--- config.mk ---
export PLATFORM = sky130hd
export DESIGN_NAME = player_ctl_flat
export DESIGN_NICKNAME = d
export VERILOG_FILES = /design/src/rtl/state_pkg.sv /design/src/rtl/player_ctl_if.sv /design/src/rtl/player_ctl_edge_rise.sv /design/src/rtl/player_ctl.sv /design/src/flat_wrapper.sv
export SDC_FILE = /design/constraint.sdc
export NUM_CORES = 1
export LEC_CHECK = 0
export CAP_MARGIN = 20
export CORE_ASPECT_RATIO = 1.4
export CORE_MARGIN = 2
export CORE_UTILIZATION = 49
export DETAILED_ROUTE_END_ITERATION = 8
export PLACE_DENSITY = 0.86
export SLEW_MARGIN = 10
export SYNTH_ARGS = -nofsm -noshare
export SYNTH_HDL_FRONTEND = slang
export SYNTH_SLANG_ARGS = --single-unit
export TNS_END_PERCENT = 100
--- constraint.sdc ---
create_clock -name clk -period 2.4 [get_ports clk]
set_clock_uncertainty 0.05 [all_clocks]
set_input_delay 0.48 -clock clk [delete_from_list [all_inputs] [get_ports clk]]
set_output_delay 0.48 -clock clk [all_outputs]
set_load 0.1 [all_outputs]
--- src/rtl/state_pkg.sv ---
// state_pkg: player animation state and jump phase enums shared by the player/sprite stages.
package state_pkg;
  typedef enum logic [1:0] {IDLE, RIGHT, LEFT} State;
  typedef enum logic [1:0] {GROUND, RISE, FALL} jump_t;
endpackage

--- src/rtl/player_ctl_if.sv ---
// player_ctl_if: frame sync and key levels into the player controller, position and state out.
interface player_ctl_if;
  import state_pkg::*;
  logic        vsync;
  logic        key_left;
  logic        key_right;
  logic        key_jump;
  logic [11:0] xpos_player;
  logic [11:0] ypos_player;
  State        state;
  modport master (output vsync, key_left, key_right, key_jump, input xpos_player, ypos_player, state);
  modport slave (input vsync, key_left, key_right, key_jump, output xpos_player, ypos_player, state);
endinterface

--- src/rtl/player_ctl_edge_rise.sv ---
// edge_rise: registered rising-edge detector; pulse is high for one cycle after d rises.
module edge_rise (
  input  logic clk,
  input  logic rst,
  input  logic d,
  output logic pulse
);
  logic d_q;
  always_ff @(posedge clk) begin
    if (rst) begin
      d_q   <= 1'b0;
      pulse <= 1'b0;
    end else begin
      d_q   <= d;
      pulse <= d & ~d_q;
    end
  end
endmodule

--- src/rtl/player_ctl.sv ---
// player_ctl: per-frame player position/state update from key levels, ticked by vsync rising edge.
// Jumping is built only when PLAYER_JUMP_EN is defined; otherwise ypos is fixed at Y_GROUND.
module player_ctl
  import state_pkg::*;
#(
  parameter logic [11:0] X_START   = 12'd300,
  parameter logic [11:0] X_MIN     = 12'd0,
  parameter logic [11:0] X_MAX     = 12'd984,
  parameter logic [11:0] SPEED     = 12'd4,
  parameter logic [11:0] Y_GROUND  = 12'd100,
  parameter logic [11:0] JUMP_H    = 12'd80,
  parameter logic [11:0] JUMP_STEP = 12'd5
) (
  input logic clk,
  input logic rst,
  player_ctl_if.slave bus
);
  logic tick, left, right;
  logic [11:0] x_q, x_d;
  State st_q, st_d;
  edge_rise u_tick (.clk(clk), .rst(rst), .d(bus.vsync), .pulse(tick));
  assign left  = bus.key_left & ~bus.key_right;
  assign right = bus.key_right & ~bus.key_left;
`ifdef PLAYER_JUMP_EN
  localparam logic [11:0] APEX = Y_GROUND - JUMP_H;
  logic [11:0] y_q, y_d, rise_y, fall_y;
  jump_t j_q, j_d;
  logic l_q, l_d;
`endif
  always_comb begin
    x_d  = x_q;
    st_d = st_q;
    if (tick) begin
      st_d = left ? LEFT : right ? RIGHT : IDLE;
      x_d  = left ? (({1'b0, x_q} < {1'b0, X_MIN} + {1'b0, SPEED}) ? X_MIN : x_q - SPEED) :
             right ? (({1'b0, x_q} + {1'b0, SPEED} > {1'b0, X_MAX}) ? X_MAX : x_q + SPEED) : x_q;
    end
`ifdef PLAYER_JUMP_EN
    y_d    = y_q;
    j_d    = j_q;
    rise_y = ({1'b0, y_q} < {1'b0, APEX} + {1'b0, JUMP_STEP}) ? APEX : y_q - JUMP_STEP;
    fall_y = ({1'b0, y_q} + {1'b0, JUMP_STEP} > {1'b0, Y_GROUND}) ? Y_GROUND : y_q + JUMP_STEP;
    // latch only collects presses on the ground and is consumed by the next ground tick
    l_d    = (j_q == GROUND && !tick) ? (l_q | bus.key_jump) : 1'b0;
    if (tick && j_q == FALL) begin
      y_d = fall_y;
      j_d = (fall_y == Y_GROUND) ? GROUND : FALL;
    end else if (tick && (j_q == RISE || l_q)) begin
      y_d = rise_y;
      j_d = (rise_y == APEX) ? FALL : RISE;
    end
`endif
  end
  always_ff @(posedge clk) begin
    if (rst) begin
      x_q  <= X_START;
      st_q <= IDLE;
`ifdef PLAYER_JUMP_EN
      y_q  <= Y_GROUND;
      j_q  <= GROUND;
      l_q  <= 1'b0;
`endif
    end else begin
      x_q  <= x_d;
      st_q <= st_d;
`ifdef PLAYER_JUMP_EN
      y_q  <= y_d;
      j_q  <= j_d;
      l_q  <= l_d;
`endif
    end
  end
  assign bus.xpos_player = x_q;
  assign bus.state       = st_q;
`ifdef PLAYER_JUMP_EN
  assign bus.ypos_player = y_q;
`else
  logic unused_jump;
  assign unused_jump     = ^{bus.key_jump, JUMP_H, JUMP_STEP};
  assign bus.ypos_player = Y_GROUND;
`endif
endmodule

--- src/flat_wrapper.sv ---
// flat-port wrapper written by rule: the top's interface ports become plain ports
module player_ctl_flat import state_pkg::*;
#(
  parameter logic [11:0] X_START   = 12'd300,
  parameter logic [11:0] X_MIN     = 12'd0,
  parameter logic [11:0] X_MAX     = 12'd984,
  parameter logic [11:0] SPEED     = 12'd4,
  parameter logic [11:0] Y_GROUND  = 12'd100,
  parameter logic [11:0] JUMP_H    = 12'd80,
  parameter logic [11:0] JUMP_STEP = 12'd5
)
  (clk, rst, bus_vsync, bus_key_left, bus_key_right, bus_key_jump, bus_xpos_player, bus_ypos_player, bus_state);
  player_ctl_if bus_i ();
  input logic clk;
  input logic rst;
  input wire logic [$bits(bus_i.vsync)-1:0] bus_vsync;
  input wire logic [$bits(bus_i.key_left)-1:0] bus_key_left;
  input wire logic [$bits(bus_i.key_right)-1:0] bus_key_right;
  input wire logic [$bits(bus_i.key_jump)-1:0] bus_key_jump;
  output wire logic [$bits(bus_i.xpos_player)-1:0] bus_xpos_player;
  output wire logic [$bits(bus_i.ypos_player)-1:0] bus_ypos_player;
  output wire logic [$bits(bus_i.state)-1:0] bus_state;
  assign bus_i.vsync = bus_vsync;
  assign bus_i.key_left = bus_key_left;
  assign bus_i.key_right = bus_key_right;
  assign bus_i.key_jump = bus_key_jump;
  assign bus_xpos_player = bus_i.xpos_player;
  assign bus_ypos_player = bus_i.ypos_player;
  assign bus_state = bus_i.state;
  player_ctl #(.X_START(X_START), .X_MIN(X_MIN), .X_MAX(X_MAX), .SPEED(SPEED), .Y_GROUND(Y_GROUND), .JUMP_H(JUMP_H), .JUMP_STEP(JUMP_STEP)) u_core (.clk(clk), .rst(rst), .bus(bus_i));
endmodule
==> results.yml <==
worst_hold_path:
  hold_end: "u_core.u_tick.pulse$_SDFF_PP0_"
  min_from: "u_core.u_tick.d_q$_SDFF_PP0_"
  holdPathStages: 1
  min_path_type: "flop to flop"
sta:
  rsz0062_at_grt: "false"
  setup_viol_count_final: 0
  final-max-slew-violation-count: 0
  final_hold_viol_count: 0
  period_needed_ps: 2220
  tns_ps: 0
  fmaxAchievable_mhz: 450
  fin_crit_sh_pct: 92.6
  worst_pin_slew_ps: 516
  worst_slew_margin_rel_pct: 64.9
  fin_ws_ps: 178
power:
  cellPowerDensity_nw_per_um2: 492
  combPwrFrac_pct: 36.4
  switching_share_pct: 44.1
  p_leak_nw: 0.551
  intPower_uw: 384
  p_sw_uw: 303
  ir_drop_mv: 0.380
  pwr-share-seq_pct: 37.2
  clkPwrFrac_pct: 26.4
worst_setup_path:
  cp.required_ps: 2560
  cp.buffers_inverters: 1
  cp.arrival_ps: 2380
  r2r_end: "u_core.bus.xpos_player[2]$_SDFFE_PP1P_"
  critPathSlowestCell: "dfxtp_2"
  startpoint_type: "flop"
  cpLargestDelayFamily: "compound AO/OA/AOI/OAI gates"
  rr_startpoint: "u_core.bus.xpos_player[3]$_SDFFE_PP1P_"
  critPathKind: "flop to flop"
  endpoint_kind: "flop"
  r2r_cells: 7
  cpPeakStageDelay_ps: 450
  reg2reg_setup_slack_ps: 180
  path_cells: "inv_1 > ha_1 > nand2b_1 > o22ai_1 > a221o_1 > a2111oi_0 > a2bb2oi_1"
  crit_path_max_fanout: 9
clocking:
  hold_buffers: 0
  cts_resized: 0
  cts_buffers: 3
  clk_latency_ps: 290
  htree_num_levels: 1
  cts.clk_slew.worst_paths_ps: 100
  tritoncts: "yes"
  clkSinkCount: 14
  cts_setup_buffers: 0
  clockBufferDepth: 2
  cts_root_buf: "clkbuf_4"
routing:
  vias: 1185
  routedWlPerCell_um: 14.3
  viasPerCell: 5.67
  drcViolationCount: 0
  ant_nets: 0
  first_pass_iters: 4
  wirelength_um: 2980
  drt-initial-drc-count: 45
die:
  die_h_um: 63.7
  die-area_um2: 2970
  core_region_area_um2: 2420
  die_x_um: 46.6
  pin_count: 32
  initial_core_util_pct: 51.6
  rows: 21
grt:
  track_usage_pct: 22.1
  grt_overflow: 0
  grt_max_degree: 13
  grt_pass1_wl_um: 4970
  antenna_found_initial: 0
  grt_pass1_vias: 1095
outcome:
  status: "complete, no violations"
cells_and_area:
  fin_nets: 187
  layout-drive-gt1-share_pct: 20.0
  syn_to_final_growth_pct: 12.0
  antenna_cells: 0
synthesis:
  synthCells: 161
  synthFlopType: "dfxtp_1"
  ys_async_sr_fraction_pct: 0
  synth-seq-cells: 14
  syn_area_um2: 1250
  synth.avg_cell_area_um2: 7.74
  synth_edf_count: 0
  yosysWarnings: 0
  post_synth_num_cell_types: 46
  yosysSeqAreaShare_pct: 22.5
placement:
  io_buffers: 16
  place.gp.congestion: 0.917
  hpwl_um: 2250
  dpl_worst_slack_ps: 88.9
job:
  drv_cap: 0
[Yosys cell counts (all sizes together), types with 2 or more instances]
master / number / area, um2
o31ai: 4 / 43.8
nor4: 2 / 18.8
a2111oi: 2 / 23.8
nand4: 3 / 18.8
nor2b: 4 / 25.0
xor2: 4 / 35.0
nand2b: 4 / 25.0
nor3: 7 / 35.0
nor3b: 2 / 15.0
inv: 5 / 18.8
mux2i: 4 / 43.8
dfxtp: 14 / 280
buf: 20 / 144
ha: 5 / 62.6
a31oi: 3 / 18.8
o211ai: 4 / 30.0
a21oi: 5 / 25.0
clkbuf: 5 / 18.8
nor2: 15 / 56.3
xnor2: 3 / 26.3
conb: 2 / 7.51
o21ai: 10 / 53.8
a211oi: 2 / 25.0
nand3: 6 / 30.0
or3: 5 / 36.3
nand2: 10 / 37.5
[cells in the final DEF (no fill, tap or decap), types with 4 or more instances in the layout]
| cell | n |
|---|---|
| nor3_1 | 7 |
| or3_1 | 4 |
| nand3_1 | 6 |
| a21oi_1 | 5 |
| clkdlybuf4s50_1 | 4 |
| nor2_1 | 15 |
| ha_1 | 5 |
| o21ai_0 | 7 |
| conb_1 | 14 |
| nand2b_1 | 4 |
| dfxtp_1 | 11 |
| xor2_1 | 4 |
| o211ai_1 | 4 |
| nand2_1 | 10 |
| nor2b_1 | 4 |
| buf_4 | 19 |
| inv_1 | 5 |
[worst max-delay path by stage]
stage | from | endpoint | slack, ps | depth (start not counted)
global route | u_core.bus.xpos_player[3]$_SDFFE_PP1P_ | u_core.bus.xpos_player[2]$_SDFFE_PP1P_ | 7 | 7
global placement | bus_key_right | u_core.bus.xpos_player[7]$_SDFFE_PP0P_ | 160 | 7
CTS | u_core.bus.xpos_player[3]$_SDFFE_PP1P_ | u_core.bus.xpos_player[2]$_SDFFE_PP1P_ | 210 | 7
finish | u_core.bus.xpos_player[3]$_SDFFE_PP1P_ | u_core.bus.xpos_player[2]$_SDFFE_PP1P_ | 180 | 7
floorplan | u_core.bus.xpos_player[6]$_SDFFE_PP0P_ | u_core.bus.xpos_player[2]$_SDFFE_PP1P_ | 10 | 6
detailed placement | bus_key_right | u_core.bus.xpos_player[3]$_SDFFE_PP1P_ | 90 | 8
[logic make-up (layout without fill, tap and decap cells)]
kind of cell,after synthesis,after routing,share of synthesized area (%)
fa+ha+maj,5,5,5.02
mux,4,4,3.51
buf+inv,30,32,14.6
flops,14,14,22.5
simple gates,62,62,26.7
other cells,2,14,0.603
compound gates,37,37,22.2
xor+xnor,7,7,4.92
[through the flow]
stage | hold WS (ps) | area, um2 | cells | util, % | total power [mW]
floorplan | 317 | 1300 | 173 | - | 0.485
global placement | 324 | 1360 | 205 | 56.3 | 0.502
detailed placement | 335 | 1360 | 205 | 56.3 | 0.508
CTS | 345 | 1400 | 209 | 57.8 | 0.685
global route | 374 | 1400 | 209 | 57.8 | 0.710
finish | 345 | 1400 | 209 | 57.8 | 0.686
[routing by layer]
metal  wire length (um)  track usage (%)  vias up
li1                   -                -      574
met1               1180             27.8      547
met2               1530             36.6       51
met3                160             1.72       13
met4                102             9.72        0
met5                  0                0        -
[worst register-to-register path: cells and delay by family, from the launching register on]
family                   cells  cell delay [ps]
buffers and inverters        1               90
AND/OR/NAND/NOR              1              120
flip-flops                   1              450
adder cells (fa/ha/maj)      1              340
AO/OA/AOI/OAI                4             1090
[layout make-up]
| class | instances | area, um2 |
|---|---|---|
| fillers | 234 | 1020 |
| multi-input cells | 129 | 830 |
| flip-flops and latches | 14 | 287 |
| repair buffers | 23 | 183 |
| well taps | 34 | 42.5 |
| clock buffers | 4 | 36.3 |
| inverters | 5 | 18.8 |
[state kept, by name, summed over array words and instances, names as in the netlist]
name	cells
u_core.bus.xpos_player	10
u_core.bus.state	2
u_core.u_tick.d_q	1
u_core.u_tick.pulse	1
[power by group through the flow]
stage | sequential [mW] | clock, mW | combinational (mW)
6_report | 0.256 | 0.181 | 0.250
5_1_grt | 0.257 | 0.192 | 0.260
4_1_cts | 0.255 | 0.181 | 0.248
3_5_place_dp | 0.261 | 0 | 0.248
3_3_place_gp | 0.260 | 0 | 0.243
2_1_floorplan | 0.298 | 0 | 0.187
(Power assumes the default switching activity.)
